==> src/rtl/spi_frame_seq.sv <==
// Frame sequencer in front of the SPI master: divides clk into the master's 2x SCK
// enable, drives the byte handshake for a 4-byte frame and captures bytes 2/3.
module spi_frame_seq #(
  parameter int unsigned CLK_DIV     = 6,
  parameter logic [7:0]  ADDR        = 8'h08,
  parameter int unsigned SETUP_TICKS = 2,
  parameter int unsigned GAP_TICKS   = 4,
  parameter int unsigned TIMEOUT     = 1023
) (
  input  logic        clk,
  input  logic        rst,
  input  logic        req_i,
  input  logic [7:0]  cmd_i,
  output logic        busy_o,
  output logic [15:0] data_o,
  output logic        done_o,
  output logic        err_o,
  output logic        ena_2clk_o,
  output logic        start_o,
  output logic        ack_o,
  output logic [7:0]  tx_o,
  input  logic        busy_i,
  input  logic [7:0]  rx_i,
  output logic        ssb_o
);

  typedef enum logic [2:0] {
    S_IDLE,
    S_SETUP,
    S_START,
    S_XFER,
    S_ACK,
    S_GAP
  } state_e;

  state_e      state_q, state_d;
  logic [7:0]  div_q, div_d;
  logic [7:0]  tick_q, tick_d;
  logic [15:0] wdog_q, wdog_d;
  logic [1:0]  idx_q, idx_d;
  logic [7:0]  cmd_q, cmd_d;
  logic [7:0]  rx2_q, rx2_d;
  logic [15:0] data_q, data_d;
  logic        err_q, err_d;
  logic        done_q, done_d;
  logic        low_seen_q, low_seen_d;
  logic        busy_in_q;

  logic        ena;
  logic        busy_fall;
  logic        timeout;
  logic        in_frame;
  logic        in_xfer;

  always_ff @(posedge clk or negedge rst) begin
    if (!rst) begin
      state_q    <= S_IDLE;
      div_q      <= '0;
      tick_q     <= '0;
      wdog_q     <= '0;
      idx_q      <= '0;
      cmd_q      <= '0;
      rx2_q      <= '0;
      data_q     <= '0;
      err_q      <= 1'b0;
      done_q     <= 1'b0;
      low_seen_q <= 1'b0;
      busy_in_q  <= 1'b0;
    end else begin
      state_q    <= state_d;
      div_q      <= div_d;
      tick_q     <= tick_d;
      wdog_q     <= wdog_d;
      idx_q      <= idx_d;
      cmd_q      <= cmd_d;
      rx2_q      <= rx2_d;
      data_q     <= data_d;
      err_q      <= err_d;
      done_q     <= done_d;
      low_seen_q <= low_seen_d;
      busy_in_q  <= busy_i;
    end
  end

  always_comb begin
    ena       = (div_q == 8'(CLK_DIV - 1));
    div_d     = ena ? '0 : div_q + 8'd1;
    busy_fall = busy_in_q & ~busy_i;
    timeout   = (wdog_q == 16'(TIMEOUT));

    state_d    = state_q;
    tick_d     = tick_q;
    idx_d      = idx_q;
    cmd_d      = cmd_q;
    rx2_d      = rx2_q;
    data_d     = data_q;
    err_d      = err_q;
    done_d     = 1'b0;
    low_seen_d = 1'b0;
    start_o    = 1'b0;
    ack_o      = 1'b0;

    case (state_q)
      S_IDLE: begin
        if (req_i) begin
          cmd_d   = cmd_i;
          err_d   = 1'b0;
          idx_d   = '0;
          tick_d  = '0;
          state_d = S_SETUP;
        end
      end
      S_SETUP: begin
        if (ena) begin
          if (tick_q == 8'(SETUP_TICKS - 1)) state_d = S_START;
          else                               tick_d  = tick_q + 8'd1;
        end
      end
      S_START: begin
        if (timeout) begin
          ack_o   = 1'b1;
          err_d   = 1'b1;
          tick_d  = '0;
          state_d = S_GAP;
        end else begin
          // busy_i only counts as a handshake once it has been seen low in this state
          low_seen_d = low_seen_q | ~busy_i;
          if (busy_i && low_seen_q) state_d = S_XFER;
          else                      start_o = 1'b1;
        end
      end
      S_XFER: begin
        if (timeout) begin
          ack_o   = 1'b1;
          err_d   = 1'b1;
          tick_d  = '0;
          state_d = S_GAP;
        end else if (busy_fall) begin
          state_d = S_ACK;
        end
      end
      S_ACK: begin
        ack_o = 1'b1;
        if (idx_q == 2'd2) rx2_d = rx_i;
        if (idx_q == 2'd3) begin
          data_d  = {rx2_q, rx_i};
          done_d  = 1'b1;
          tick_d  = '0;
          state_d = S_GAP;
        end else begin
          idx_d   = idx_q + 2'd1;
          state_d = S_START;
        end
      end
      S_GAP: begin
        // the first pulse only aligns to the divider phase, so ssb stays high
        // for at least GAP_TICKS full enable periods
        if (ena) begin
          if (tick_q == 8'(GAP_TICKS)) state_d = S_IDLE;
          else                         tick_d  = tick_q + 8'd1;
        end
      end
      default: state_d = S_IDLE;
    endcase

    in_xfer = (state_q == S_START) || (state_q == S_XFER);
    wdog_d  = (in_xfer && (state_d == state_q)) ? wdog_q + 16'd1 : '0;
  end

  always_comb begin
    in_frame = (state_q == S_START) || (state_q == S_XFER) || (state_q == S_ACK);
    tx_o     = '0;
    if (in_frame) begin
      case (idx_q)
        2'd0:    tx_o = ADDR;
        2'd1:    tx_o = cmd_q;
        default: tx_o = 8'h00;
      endcase
    end
  end

  assign busy_o     = (state_q != S_IDLE);
  assign ssb_o      = ~(in_frame || (state_q == S_SETUP));
  assign data_o     = data_q;
  assign done_o     = done_q;
  assign err_o      = err_q;
  assign ena_2clk_o = ena;

endmodule

==> config.mk <==
export PLATFORM = sky130hd
export DESIGN_NAME = spi_frame_seq
export DESIGN_NICKNAME = d
export VERILOG_FILES = /design/src/rtl/spi_frame_seq.sv
export SDC_FILE = /design/constraint.sdc
export NUM_CORES = 1
export LEC_CHECK = 0
export CAP_MARGIN = 0
export CORE_ASPECT_RATIO = 1.2
export CORE_UTILIZATION = 40
export CTS_BUF_LIST = sky130_fd_sc_hd__clkbuf_2
export DETAILED_ROUTE_END_ITERATION = 12
export PLACE_DENSITY_LB_ADDON = 0.25
export SYNTH_ARGS = -nofsm -noshare
export SYNTH_HDL_FRONTEND = slang
export SYNTH_SLANG_ARGS = --single-unit
==> constraint.sdc <==
create_clock -name clk -period 3.89 [get_ports clk]
set_clock_uncertainty 0.15 [all_clocks]
set_input_delay 0.5835 -clock clk [delete_from_list [all_inputs] [get_ports clk]]
set_output_delay 0.5835 -clock clk [all_outputs]
set_load 0.02 [all_outputs]
; ---- Yosys cells after proc, flatten, opt, wreduce, memory -nomap -nowiden
; Index checks and enable logic that the tools add are counted.
[totals]
ff_bits = 73
latchBits = 0
ram_bits = 0
mem_bits_ro = 0
output_inout_bits = 31
mem_count = 0
[op_classes]
addsub = 4
mul = 0
div = 0
n_lt_le_gt_ge = 0
eq_ne = 21
shifts = 0
n_mux = 38
bitwise_logic = 4
n_reduce_logical = 18
[ops]
columns = cell, count
row1 = 8-bit 2-to-1 mux, 9
row2 = 8-bit case mux with 5 select lines, 1
row3 = 3-bit 2-to-1 mux, 10
row4 = 3-bit case mux with 6 select lines, 1
row5 = 16-bit by 1-bit adder with 16-bit output (second input constant), 1
row6 = 8-bit by 1-bit adder with 8-bit output (second input constant), 2
row7 = 16-bit by 10-bit == test with 1-bit output (second input constant), 1
row8 = 8-bit by 3-bit == test with 1-bit output (second input constant), 2
row9 = 16-bit 2-to-1 mux, 1
row10 = 8-bit case mux with 2 select lines, 1
row11 = 2-bit inequality test (second input constant), 7
row12 = 1-bit 2-to-1 mux, 10
row13 = 8-bit by 1-bit == test with 1-bit output (second input constant), 1
row14 = 8-bit AND reduction, 1
row15 = 3-bit by 2-bit == test with 1-bit output (second input constant), 2
row16 = 3-bit == test (second input constant), 2
row17 = 2-bit AND reduction, 3
row18 = 3-bit AND reduction, 2
row19 = 5-bit nonzero test, 1
row20 = 2-bit == test (second input constant), 2
row21 = 2-bit 2-to-1 mux, 2
row22 = 1-bit case mux with 2 select lines, 2
row23 = 2-bit case mux with 2 select lines, 1
row24 = 2-bit nonzero test, 2
row25 = 14 further kinds, 18

; ---- Longest topological paths before layout
; Gate-level depths: netlist of run 1.
[logic_depth]
word_depth = 8
ltp_mapped = 11
ltp_nobuf = 8

; ---- Least setup slack after synthesis of run 1
; OpenSTA, ideal clock, no wires.
[synth_path]
path_kind = reg-to-reg
from = register wdog_q[11]
to = register tick_q[3]
setup_ps = 95
arrival_time_ps = 2534
required_time_ps = 3645
path_slack_ps = 1111
path_stages_with_launch = 9
period_less_slack_ps = 2779
cell_sequence = dfrtp_1 or4_4 or4_4 a21oi_2 o21ba_1 buf_6 or3_4 buf_6 o31ai_1
[synth_via]
elab_chain_len = 3
[synth_lines]
columns = element, line_no
row1 = from (decl), 39  ; logic [15:0] wdog_q, wdog_d;
row2 = from (signal assigned), 73  ; wdog_q <= wdog_d;
row3 = 16-bit by 10-bit == test with 1-bit output, 89  ; timeout = (wdog_q == 16'(TIMEOUT));
row4 = 2-bit by 1-bit inequality test with 1-bit output (no source line), -
row5 = 8-bit AND reduction (no source line), -
row6 = to (signal assigned), 72  ; tick_q <= tick_d;
row7 = to (decl), 38  ; logic [7:0] tick_q, tick_d;
; No other way between the ends.
; A chain may end at the register's enable or synchronous reset.

; ---- Final worst setup path of run 1
[layout_path]
from = register wdog_q[11]
to = output ack_o
[layout_via]
elab_chain_len = 3
[layout_lines]
columns = element, line_no
row1 = 16-bit by 10-bit == test with 1-bit output, 89
row2 = 1-bit 2-to-1 mux, "120, 133"
row3 = 1-bit case mux with 2 select lines, 103  ; case (state_q)
row4 = to (decl), 20  ; output logic ack_o,
; No other way between the ends.

==> impl_metrics.tcl, run 1 <==
set metrics [dict create \
    worstPathMaxFanout 5 \
    setup_viol 0 \
    slowest_stage "clkdlybuf4s50_1" \
    drt_iter0_drc 99 \
    overflow 0 \
    path_clk_slew_ns 0.21 \
    cts_tree "done" \
    slew_violations 0 \
    vias 2443 \
    crit_top_cell "or4_4" \
    syn_to_final_growth_pct 22.4 \
    drtAntennaViolNets 0 \
    worstSetupPathType "reg -> out" \
    syn_nets 343 \
    gr-usage-met3 0.0325 \
    tightest_slew_ns 0.873 \
    cp-start-kind "register" \
    antenna_found_initial 0 \
    p_sw_mw 0.686 \
    p_comb_frac 0.270 \
    clk_path_buf_depth 2 \
    min_period_ns 3.65 \
    drive_gt1_frac 0.159 \
    synth_edf_count 0 \
    die_w_um 86.9 \
    cts_sinks 73 \
    cts_setup_buffers 0 \
    avgSynthCellArea_um2 11.1 \
    ios 51 \
    grt_max_degree 37 \
    portBuffers 50 \
    globalRouteMet1Util 0.203 \
    finalPower_mw 2.06 \
    endpoint_kind "primary output" \
    synthesis.area_um2 3460 \
    yosys_warnings 0 \
    path_cells "or4_4, or4_4, o21ai_0, clkdlybuf4s50_1" \
    setup_tns_ns 0 \
    hold_viol_final 0 \
    die_h_um 104 \
    ys_ff_latch 73 \
    intPower_mw 1.37 \
    clk_latency_ns 0.51 \
    nets 395 \
    critPathArrivalTime_ns 2.92 \
    hold_buffers 1 \
    swShare 0.333 \
    ir_worst_vdd_v 0.000190 \
    async_reset_ff_frac 1.00 \
    finalCritPeriodShare 0.939 \
    p_leak_nw 1.88 \
    synthFlopType "dfrtp_1" \
    drcViolationCount 0 \
    grtUsageMet2 0.260 \
    pwr-share-clk 0.279 \
    grt_pass1_vias 2467 \
    max_stage_delay_ns 0.64 \
    core_region_area_um2 8240 \
    grt_pass1_wl_mm 11.4 \
    max_slew_margin 0.416 \
    dpl.hpwl_mm 4.58 \
    place.gp.congestion 0.778 \
    firstDrtPassIters 4 \
    max-cap-violations 0 \
    h-tree-depth 3 \
    vias_per_cell 5.05 \
    synth.yosys.seq_area_share 0.528 \
    dieArea_um2 9030 \
    cts_resized 0 \
    required_ns 3.16 \
    antennaDiodeCount 0 \
    status "complete, no violations" \
    syn_inst 313 \
    rsz0062_at_grt "no" \
    cts-root-buf "clkbuf_2" \
    power_density_nw_per_um2 486 \
    grt_usage 0.160 \
    wl_per_cell_um 13.2 \
    final_cell_mix "dfrtp_1, clkdlybuf4s50_1, nor2_1" \
    routed_wl_mm 6.41 \
    core.rowCount 36 \
    cts_buffers 9 \
    final_common_cell "dfrtp_1" \
    holdCritPathClass "reg -> reg" \
    p_seq_frac 0.451 \
    yosys.cell_types.count 44 \
    max_freq_mhz 274 \
    start_util 0.420 \
    busiest_layer "met2" \
]
[stage by stage]
step	hold WS [ns]	cell area, um^2	setup slack, ns	utilization	cells
5_1_grt	0.348	4240	0.107	0.514	484
3_5_place_dp	0.305	4060	0.825	0.492	467
3_3_place_gp	0.294	4060	0.793	0.492	467
2_1_floorplan	0.138	3460	1.11	-	313
4_1_cts	0.329	4240	0.210	0.514	484
6_report	0.325	4240	0.236	0.514	484
[critical path: cells and delay by family, from the launching register on]
kind / cells / cell delay [ns]
and+or+nand+nor: 2 / 1.09
buffers and inverters: 1 / 0.64
DFF: 1 / 0.48
AOI/OAI and AO/OA: 1 / 0.20
[registers in the layout, summed over array words and instances (netlist names)]
| register | cells |
|---|---|
| low_seen_q | 1 |
| div_q | 8 |
| err_o | 1 |
| data_o | 16 |
| busy_in_q | 1 |
| idx_q | 2 |
| state_q | 3 |
| wdog_q | 16 |
| rx2_q | 8 |
| tick_q | 8 |
| done_o | 1 |
| cmd_q | 8 |
[worst paths after layout]
| kind | slack, ns | start | endpoint | cells after the start |
|---|---|---|---|---|
| setup / recovery | 0.24 | wdog_q[11] | ack_o | 4 |
| hold reg to reg | 0.32 | wdog_q[0] | wdog_q[0] | 1 |
| max in group asynchronous | 2.24 | rst | div_q[6] | 3 |
| min in group asynchronous | 0.50 | rst | div_q[3] | 2 |
| setup reg to reg | 0.98 | wdog_q[11] | tick_q[3] | 6 |
| hold / removal | 0.32 | wdog_q[0] | wdog_q[0] | 1 |
[synth_stat cells (all sizes together) (9+ instances only)]
| library cell | number | area (um^2) |
|---|---|---|
| nor2 | 37 | 139 |
| o31ai | 10 | 75.1 |
| xnor2 | 10 | 87.6 |
| ha | 10 | 125 |
| nand3 | 10 | 50.1 |
| mux2 | 32 | 360 |
| o21ai | 11 | 55.1 |
| inv | 12 | 45.0 |
| nand2 | 17 | 63.8 |
| and2 | 9 | 56.3 |
| dfrtp | 73 | 1830 |
| xor2 | 10 | 87.6 |
[power groups by stage]
stage / sequential, mW / clock, mW / combinational [mW]
final: 0.929 / 0.576 / 0.556
after global routing: 0.944 / 0.626 / 0.632
after CTS: 0.928 / 0.592 / 0.563
after detailed placement: 0.941 / 0 / 0.559
after global placement: 0.937 / 0 / 0.555
after floorplan: 0.899 / 0 / 0.448
[per-layer routing]
| layer | part of all wire | wire, um |
|---|---|---|
| met5 | 0 | 0 |
| met4 | 0.022 | 144 |
| met3 | 0.028 | 180 |
| met2 | 0.49 | 3150 |
| met1 | 0.46 | 2930 |
[final cells by class]
| class | count | area, um^2 |
|---|---|---|
| tap | 114 | 143 |
| inverter | 12 | 45.0 |
| fill | 743 | 4010 |
| timing repair buffer | 54 | 528 |
| clock inverter | 7 | 125 |
| sequential | 73 | 1830 |
| clock buffer | 9 | 45.0 |
| multi-input combinational | 215 | 1520 |
[cell families after synthesis]
kind of cell / after synthesis / synth area share
xor+xnor: 20 / 0.0506
simple gates: 114 / 0.171
compound gates: 38 / 0.0748
buf+inv: 25 / 0.0322
flops: 73 / 0.528
fa+ha+maj: 10 / 0.0362
mux: 33 / 0.107
Power figures use the tool's default switching activity.
==> run 2: changes to the inputs <==
- SLEW_MARGIN: not set -> 15
==> results of run 2 <==
Final layout, timing and power as in run 1 (identical DEF).
==> run 3: changes to the inputs <==
- GPL_TIMING_DRIVEN: not set -> 0
- PLACE_DENSITY: not set -> 0.59
- PLACE_DENSITY_LB_ADDON: 0.25 -> not set
==> impl_metrics.tcl, run 3 (synthesized netlist as in run 1, its figures left out) <==
set metrics [dict create \
    status "complete, no violations" \
    cts_setup_buffers 0 \
    ir_worst_vdd_v 0.000230 \
    wl_per_cell_um 14.0 \
    max-cap-violations 0 \
    drt_iter0_drc 67 \
    final_cells 495 \
    endpoint_kind "primary output" \
    worstSetupPathType "reg -> out" \
    hold_viol_final 0 \
    fin_util 0.518 \
    holdCritPathClass "in -> async" \
    syn_to_final_growth_pct 23.4 \
    die_h_um 104 \
    h-tree-depth 3 \
    final_area_um2 4270 \
    grt_usage 0.166 \
    final.setup.worst_slack_ns 0.150 \
    grt_pass1_wl_mm 11.6 \
    power_density_nw_per_um2 474 \
    setup_viol 0 \
    drive_gt1_frac 0.160 \
    cts-root-buf "clkbuf_2" \
    antenna_found_initial 0 \
    max_stage_delay_ns 0.65 \
    final_cell_mix "dfrtp_1, clkdlybuf4s50_1, nor2_1" \
    critical-path-top-delay-family "simple AND/OR/NAND/NOR gates" \
    slowest_stage "clkdlybuf4s50_1" \
    cp-start-kind "register" \
    finalPower_mw 2.02 \
    rrSetupSlack_ns 0.72 \
    core_region_area_um2 8240 \
    max_freq_mhz 267 \
    cts_tree "done" \
    clk_latency_ns 0.54 \
    place.gp.congestion 0.735 \
    critPathArrivalTime_ns 3.01 \
    dpl.hpwl_mm 4.82 \
    dp.cells 478 \
    die_w_um 86.9 \
    min_period_ns 3.74 \
    drtAntennaViolNets 0 \
    nFillCells 798 \
    overflow 0 \
    rsz0062_at_grt "no" \
    cts_sinks 73 \
    finalCritPeriodShare 0.961 \
    worstPathMaxFanout 6 \
    cp_num_buf_inv 1 \
    tightest_slew_ns 0.841 \
    firstDrtPassIters 5 \
    crit_top_cell "or4_4" \
    path_cells "or4_4, or4_4, o21ai_0, clkdlybuf4s50_1" \
    drcViolationCount 0 \
    vias 2484 \
    grt_pass1_vias 2460 \
    path_clk_slew_ns 0.25 \
    grt_max_degree 48 \
    ios 51 \
    routed_wl_mm 6.91 \
    nets 406 \
    portBuffers 50 \
    final_common_cell "dfrtp_1" \
    max_slew_margin 0.437 \
    vias_per_cell 5.02 \
    p_leak_nw 1.89 \
    place_area_um2 4130 \
    dieArea_um2 9030 \
    antennaDiodeCount 0 \
    core.rowCount 36 \
    clk_path_buf_depth 2 \
    dp_worst_setup_slack_ns 0.769 \
    start_util 0.420 \
    cts_buffers 9 \
    slew_violations 0 \
    required_ns 3.16 \
    cts_resized 0 \
]
## run 3: cell types whose count changed in the layout (fill, tap and decap cells not counted), moves of 2 or more
| cell | before | now |
|---|---|---|
| clkinv_4 | 2 | 0 |
| clkinvlp_4 | 0 | 2 |
| buf_4 | 3 | 1 |
| buf_1 | 0 | 2 |
| inv_8 | 0 | 2 |
| bufinv_16 | 3 | 1 |
| clkbuf_1 | 0 | 7 |
| buf_6 | 0 | 2 |
## run 3: layout make-up
| class | count | area [um^2] | share of cell area |
|---|---|---|---|
| tap | 114 | 143 | 0.0334 |
| clock buffer | 9 | 45.0 | 0.0106 |
| multi-input combinational | 215 | 1520 | 0.357 |
| inverter | 12 | 45.0 | 0.0106 |
| clock inverter | 7 | 85.1 | 0.0199 |
| buffer | 13 | 66.3 | 0.0155 |
| timing repair buffer | 52 | 536 | 0.125 |
| sequential | 73 | 1830 | 0.428 |
## run 3: power breakdown
part           internal [mW]  switching [mW]
Sequential             0.843          0.0590
Clock                  0.162           0.313
Combinational          0.288           0.357
Total                   1.29           0.729
## run 3: what timing repair did
action | CTS | global route
hold endpoints to repair | 26 | 0
endpoints found under the setup margin | 0 | 0
hold buffers | 1 | 0
## run 3: per-layer routing
layer | wire length, um | global-route usage | share of wire
met1 | 3310 | 0.219 | 0.48
met4 | 118 | 0.0786 | 0.017
met3 | 176 | 0.0286 | 0.025
met2 | 3310 | 0.263 | 0.48
met5 | 0 | 0 | 0
## run 3: final timing paths
check	to	cells past startpoint	from
setup / recovery	ack_o	4	wdog_q[10]
hold / removal	done_o	2	rst
setup reg to reg	wdog_q[10]	9	wdog_q[0]
hold reg to reg	wdog_q[0]	1	wdog_q[0]
max in group asynchronous	state_q[0]	3	rst
min in group clk	wdog_q[0]	1	wdog_q[0]
## run 3: through the flow
step	TNS [ns]	hold slack, ns
floorplan	0	0.138
global placement	-38.76	0.294
detailed placement	0	0.315
CTS	0	0.281
global route	0	0.303
finish	0	0.314
